`src/rtl/wb_mem_ppfifo_sink.sv`:
```
// Wishbone write sink that streams 32-bit words into a ping-pong FIFO and pulses o_wbs_int on each buffer release.
// Optional: define WB_MEM_PPFIFO_SINK_FLUSH_ON_CYC_EN to also release a partial buffer when the master drops cyc.
module wb_mem_ppfifo_sink #(
    parameter int SIZE_WIDTH = 24
) (
    input  logic                  clk,
    input  logic                  rst,
    input  logic                  i_wbs_we,
    input  logic                  i_wbs_cyc,
    input  logic                  i_wbs_stb,
    input  logic [3:0]            i_wbs_sel,
    input  logic [31:0]           i_wbs_adr,
    input  logic [31:0]           i_wbs_dat,
    output logic [31:0]           o_wbs_dat,
    output logic                  o_wbs_ack,
    output logic                  o_wbs_int,
    input  logic [1:0]            i_wr_rdy,
    output logic [1:0]            o_wr_act,
    input  logic [SIZE_WIDTH-1:0] i_wr_size,
    output logic                  o_wr_stb,
    output logic [31:0]           o_wr_data
);

    typedef enum logic [1:0] {IDLE, ACTIVE, RELEASE} state_t;

    state_t                state;
    logic [SIZE_WIDTH-1:0] count;
    logic [SIZE_WIDTH-1:0] size_q;
    logic                  wr_req;
    logic                  rd_req;
    logic                  flush;
    logic [23:0]           count24;
    logic                  unused_ok;

    // Address and byte selects carry no meaning for a streaming sink.
    assign unused_ok = ^{i_wbs_sel, i_wbs_adr};

    assign wr_req  = i_wbs_cyc & i_wbs_stb & i_wbs_we & ~o_wbs_ack;
    assign rd_req  = i_wbs_cyc & i_wbs_stb & ~i_wbs_we & ~o_wbs_ack;
    assign count24 = 24'(count);

`ifdef WB_MEM_PPFIFO_SINK_FLUSH_ON_CYC_EN
    logic cyc_q;

    always_ff @(posedge clk) begin
        if (rst) cyc_q <= 1'b0;
        else     cyc_q <= i_wbs_cyc;
    end

    // End of a bus burst commits whatever has been written so far.
    assign flush = cyc_q & ~i_wbs_cyc & (count != '0);
`else
    assign flush = 1'b0;
`endif

    always_ff @(posedge clk) begin
        if (rst) begin
            state     <= IDLE;
            count     <= '0;
            size_q    <= '0;
            o_wbs_dat <= '0;
            o_wbs_ack <= 1'b0;
            o_wbs_int <= 1'b0;
            o_wr_act  <= 2'b00;
            o_wr_stb  <= 1'b0;
            o_wr_data <= '0;
        end else begin
            o_wbs_ack <= 1'b0;
            o_wr_stb  <= 1'b0;
            o_wbs_int <= 1'b0;

            if (rd_req) begin
                o_wbs_ack <= 1'b1;
                o_wbs_dat <= {5'b0, state == ACTIVE, o_wr_act, count24};
            end

            case (state)
                IDLE: begin
                    if (o_wr_act == 2'b00 && i_wr_rdy != 2'b00 && i_wr_size != '0) begin
                        o_wr_act <= i_wr_rdy[0] ? 2'b01 : 2'b10;
                        size_q   <= i_wr_size;
                        count    <= '0;
                        state    <= ACTIVE;
                    end
                end
                ACTIVE: begin
                    if (wr_req) begin
                        o_wr_stb  <= 1'b1;
                        o_wr_data <= i_wbs_dat;
                        o_wbs_ack <= 1'b1;
                        count     <= count + SIZE_WIDTH'(1);
                        if (count + SIZE_WIDTH'(1) == size_q)
                            state <= RELEASE;
                    end else if (flush) begin
                        state <= RELEASE;
                    end
                end
                RELEASE: begin
                    o_wr_act  <= 2'b00;
                    o_wbs_int <= 1'b1;
                    state     <= IDLE;
                end
                default: state <= IDLE;
            endcase
        end
    end

endmodule
```
`config.mk`:
```
export PLATFORM = sky130hd
export DESIGN_NAME = wb_mem_ppfifo_sink
export DESIGN_NICKNAME = d
export VERILOG_FILES = /design/src/rtl/wb_mem_ppfifo_sink.sv
export SDC_FILE = /design/constraint.sdc
export NUM_CORES = 1
export LEC_CHECK = 0
export ABC_AREA = 1
export BUFFER_PORTS_ARGS = -buffer_cell sky130_fd_sc_hd__buf_2
export CAP_MARGIN = 25
export CORE_MARGIN = 3
export CORE_UTILIZATION = 46
export CTS_BUF_LIST = sky130_fd_sc_hd__clkbuf_4 sky130_fd_sc_hd__clkbuf_8 sky130_fd_sc_hd__clkbuf_16
export CTS_CLUSTER_SIZE = 14
export DETAILED_ROUTE_END_ITERATION = 7
export HOLD_SLACK_MARGIN = 0.15
export MAX_ROUTING_LAYER = met4
export PLACE_DENSITY = 0.75
export SYNTH_ARGS = -nofsm -noshare
export SYNTH_HDL_FRONTEND = slang
export SYNTH_SLANG_ARGS = --single-unit
export TNS_END_PERCENT = 20
```
`constraint.sdc`:
```
create_clock -name clk -period 1.7 [get_ports clk]
set_clock_uncertainty 0.1 [all_clocks]
set_input_delay 0.255 -clock clk [delete_from_list [all_inputs] [get_ports clk]]
set_output_delay 0.255 -clock clk [all_outputs]
set_load 0.005 [all_outputs]
```
== Yosys cells after proc, flatten, opt, wreduce, memory -nomap -nowiden ==
Index checks and enable logic that the tools add are counted.

* Register bits after elaboration: 114
* Input bits: 99
* Output and inout bits: 69
* Logic and storage cells: 53

* Add/sub/neg operators: 1
* Equal/unequal tests: 6
* Muxes and demuxes: 15
* Bitwise operators: 8
* Reductions and logical operators: 14

{| class="wikitable"
|+ Operator list
! cell !! number
|-
| two-way mux 24 bit || 2
|-
| one-hot mux 24 bit (2 select lines) || 1
|-
| adder 24 x 1 -> 24 bit, second input constant || 1
|-
| equality test 24 bit || 1
|-
| nonzero test 24 bit || 1
|-
| two-way mux 2 bit || 5
|-
| one-hot mux 2 bit (2 select lines) || 2
|-
| AND reduction 2 bit || 3
|-
| AND reduction 3 bit || 2
|-
| nonzero test 2 bit || 3
|-
| bitwise AND 1 bit || 5
|-
| two-way mux 1 bit || 5
|-
| logical NOT 2 bit || 2
|-
| inequality test 2 bit, second input constant || 2
|-
| inverter 1 bit || 3
|-
| equality test 2 x 1 -> 1 bit, second input constant || 1
|-
| equality test 2 bit, second input constant || 1
|-
| logical AND 1 bit || 2
|-
| inequality test 2 x 1 -> 1 bit, second input constant || 1
|-
| OR reduction 2 bit || 1
|}

== Depth between registers and ports, before layout ==
* Depth after elaboration: 6
* Mapped depth: 16
* Gate-level depth less buffers: 16

== Least setup slack after synthesis ==
OpenSTA, ideal clock, no wires.

* Kind: register -> register
* Start point: reg count[0]
* End point: reg state[0]
* Setup time: 0.112 ns
* Arrival time: 1.619 ns
* Data required time: 1.488 ns
* Setup slack: -0.132 ns
* Stages on the path, launching flop included: 15
* Path buffers: 0
* Period minus slack after synthesis: 1.832 ns
* Path through: dfxtp_1 > ha_1 > nand3_1 > inv_2 > nand2_1 > nor2_2 > nand3_1 > nand3_1 > nand2_1 > nor2_1 > nand2_1 > nor2_1 > nand2_1 > nand2_1 > nand2_1

* Word-level cells in the longest chain between the ends: 4

{| class="wikitable"
|+ RTL lines
! element !! line !! RTL
|-
| from (decl) || 27 || <nowiki>logic [SIZE_WIDTH-1:0] count;</nowiki>
|-
| from (signal assigned) || 91 || <nowiki>count <= count + SIZE_WIDTH'(1);</nowiki>
|-
| adder 24 x 1 -> 24 bit || 92 || <nowiki>if (count + SIZE_WIDTH'(1) == size_q)</nowiki>
|-
| equality test 24 bit || 92 ||
|-
| inequality test 2 x 1 -> 1 bit (no source line) || - ||
|-
| AND reduction 3 bit (no source line) || - ||
|-
| to (signal assigned) || 93 || <nowiki>state <= RELEASE;</nowiki>
|-
| to (signal assigned) || 95 || <nowiki>state <= RELEASE;</nowiki>
|-
| to (signal assigned) || 101 || <nowiki>state <= IDLE;</nowiki>
|-
| to (decl) || 26 || <nowiki>state_t state;</nowiki>
|}

Every way passes these cells.
A chain may end at the register's enable or synchronous reset.

== Worst setup path in the final report ==
Same ends and word-level chain as after synthesis.

==> impl_metrics.tcl <==
set metrics [dict create \
    grt_use_total_pct 30.2 \
    yosysUniqueCellTypes 32 \
    vias 6416 \
    grt_pass1_vias 6153 \
    final_layout_size_suffix_gt1_share_pct 31.6 \
    ios 168 \
    die_height_microns 112 \
    finalSetupViolations 6 \
    coreArea_sq_um 10900 \
    insertedDiodeCount 0 \
    period_share_pct 121 \
    fin_crit_ns 2.06 \
    gp_congestion 0.879 \
    crit_chain "buf_4 -> inv_4 -> nor2_8 -> nand2_2 -> nor2_1 -> nand3_1 -> nand3_1 -> nand2_1 -> nor2_1 -> nand2_1 -> nor2_1 -> nand2_1 -> nand2_1 -> nand2_1" \
    antenna_left 0 \
    grt-ovfl-total 0 \
    cts_num_sinks 114 \
    cts_root_buffer "clkbuf_16" \
    outcome "finished with violations" \
    p_leak_nw 3.84 \
    worstPathArrival_ns 2.28 \
    ir_drop_mv 0.630 \
    cts_buffers 17 \
    clk_pin_slew_ns 0.06 \
    max_freq_mhz 486 \
    syn-cell-area_sq_um 5220 \
    vias_per_cell 5.44 \
    nets 1127 \
    drcViolationCount 0 \
    rsz0062_at_grt "yes" \
    powerDensity_nw_per_um2 1020 \
    drt-wirelength-per-cell_microns 16.5 \
    cts_tree "done" \
    insertion_delay_ns 0.42 \
    syn_area_per_cell_sq_um 6.83 \
    clock_path_buffers 2 \
    critPathMaxStageDelay_ns 0.35 \
    first_iter_violations 660 \
    setup_ws_ns -0.359 \
    path_delay_family "simple AND/OR/NAND/NOR gates" \
    fin_hold_ws_ns 0.179 \
    grt_pass1_wl_microns 29700 \
    drtPass1Iterations 5 \
    antenna_found_initial 0 \
    cp_max_fo 8 \
    die_w_microns 112 \
    floorplan.die_area_sq_um 12700 \
    max_cap_viol_count 0 \
    slew_violations 0 \
    crit_buf_inv 2 \
    endpoint_kind "register" \
    dp_hpwl_microns 10700 \
    drt_wl_total_microns 19500 \
    yosys_warnings 0 \
    area_growth_pct 56.0 \
    cpMostUsedCell "nand2_1" \
    grt_max_degree 43 \
    hold_class "in -> reg" \
    finalPower_mw 8.32 \
    port_buffers 126 \
    hold_viol 0 \
    start_kind "register" \
    ys_seq_area_share_pct 43.8 \
    syn_inst 763 \
    failed_checks "negative setup slack" \
    cpMaxStageDelayCell "dfxtp_4" \
    required_ns 1.92 \
    htree_levels 4 \
    criticalPathCategory "reg -> reg" \
    start_util_pct 47.7 \
    ys_seq_elements 114 \
    rows 38 \
]
[power by group]
group          leakage, nW  total (mW)  switching, mW  internal [mW]
combinational         2.61        1.52          0.877          0.642
sequential           0.935        3.09          0.178           2.91
clock                0.292        3.71           1.40           2.30
[through the flow]
stage	setup TNS, ns	instance area [sq um]	cells	util (%)	setup WS, ns
finish	-0.811	8140	1180	74.4	-0.359
global route	-2.98	8140	1180	74.4	-0.459
global placement	-9.16	6640	1083	60.7	-0.244
floorplan	0	5260	767	-	0.00441
detailed placement	-10.70	6640	1083	60.7	-0.289
CTS	-0.384	7990	1176	73.1	-0.198
[repair_timing]
item / 4_1_cts / 5_1_grt
pin swaps: 25 / 7
resized for setup: 41 / 25
setup buffers: 6 / 2
endpoints found under the hold margin: 55 / 0
hold buffers: 55 / 0
gates cloned: 0 / 2
endpoints found under the setup margin: 2 / 49
[synthesized netlist by cell type]
cell type	number	area [sq um]
buf_2	5	25.0
nor2_2	3	18.8
nand4_1	6	37.5
nand3b_1	8	60.1
o21bai_1	1	7.51
buf_4	5	37.5
nor2_4	3	33.8
nor2_1	135	507
nand3_2	1	10.0
nand2_1	168	631
dfxtp_1	114	2280
inv_2	3	11.3
o21a_1	1	7.51
and2_0	1	6.26
xnor3_1	2	45.0
nor4_1	7	43.8
conb_1	1	3.75
nand2_4	1	11.3
inv_1	55	206
nor3_1	3	15.0
a21oi_1	62	310
nand3_1	53	265
buf_1	2	7.51
and2_1	1	6.26
xnor2_1	1	8.76
o22ai_1	1	6.26
nor2_8	2	40.0
nand2_2	4	25.0
o21ai_0	85	425
clkbuf_1	26	97.6
ha_1	1	12.5
o21ai_1	2	10.0
[sequential cells by signal (all words and copies together) (netlist names)]
register,cells
size_q,24
count,24
o_wbs_dat,27
o_wbs_ack,1
o_wbs_int,1
o_wr_stb,1
o_wr_data,32
o_wr_act,2
state,2
[worst reg2reg max path: cells and delay by family, from the launching register on]
| family | cells | cell delay, ns |
|---|---|---|
| buffers and inverters | 2 | 0.21 |
| flip-flops | 1 | 0.35 |
| AND/OR/NAND/NOR | 12 | 1.28 |
[placed cells by master (no fill, tap or decap), drive strengths merged]
cell type,netlist,layout
nand3b,8,8
nor3,3,3
conb,1,5
clkinv,0,4
dlygate4sd3,0,55
o21bai,1,1
ha,1,1
o21a,1,1
nand2,173,173
and2,2,2
buf,12,222
bufinv,0,2
nand3,54,54
nor2,143,143
inv,58,62
nor4,7,7
nand4,6,6
o21ai,87,87
clkbuf,26,21
xnor3,2,2
xnor2,1,1
o22ai,1,1
dfxtp,114,114
clkinvlp,0,3
a21oi,62,62
[cell families (layout without fill, tap and decap cells)]
| logic type | count (synthesis) | count (layout) | share of synthesized area [%] |
|---|---|---|---|
| other | 1 | 5 | 0.0719 |
| buffers and inverters | 96 | 369 | 7.39 |
| xor gates and xnor gates | 3 | 3 | 1.03 |
| AOI/OAI and AO/OA | 152 | 152 | 14.7 |
| and+or+nand+nor | 396 | 396 | 32.8 |
| DFF | 114 | 114 | 43.8 |
| adders and majority gates | 1 | 1 | 0.240 |
[worst paths after layout]
path                                         startpoint                      end  slack [ns]  depth (start not counted)
worst max register to register    count[0]$_SDFFE_PP0P_    state[0]$_SDFFE_PP0P_       -0.36                         14
worst min register to register  size_q[23]$_SDFFE_PP0P_  size_q[23]$_SDFFE_PP0P_        0.37                          2
worst max-delay path              count[0]$_SDFFE_PP0P_    state[0]$_SDFFE_PP0P_       -0.36                         14
worst min-delay path                      i_wr_size[10]  size_q[10]$_SDFFE_PP0P_        0.18                          4
[metal layers]
| layer | GRT usage (%) | part of all wire, % | vias up |
|---|---|---|---|
| li1 | - | - | 3006 |
| met1 | 36.1 | 40 | 2914 |
| met2 | 49.2 | 48 | 397 |
| met3 | 7.22 | 8.6 | 99 |
| met4 | 12.0 | 4.0 | 0 |
| met5 | - | 0 | - |
[final cells by class]
| type | count | area [sq um] |
|---|---|---|
| Fill cell | 720 | 2800 |
| Multi-Input combinational cell | 557 | 2790 |
| Sequential cell | 114 | 2300 |
| Timing Repair Buffer | 279 | 2040 |
| Clock buffer | 19 | 464 |
| Inverter | 58 | 225 |
| Tap cell | 140 | 175 |
| Clock inverter | 13 | 149 |
Note: power is estimated with default switching activity, not from simulation.
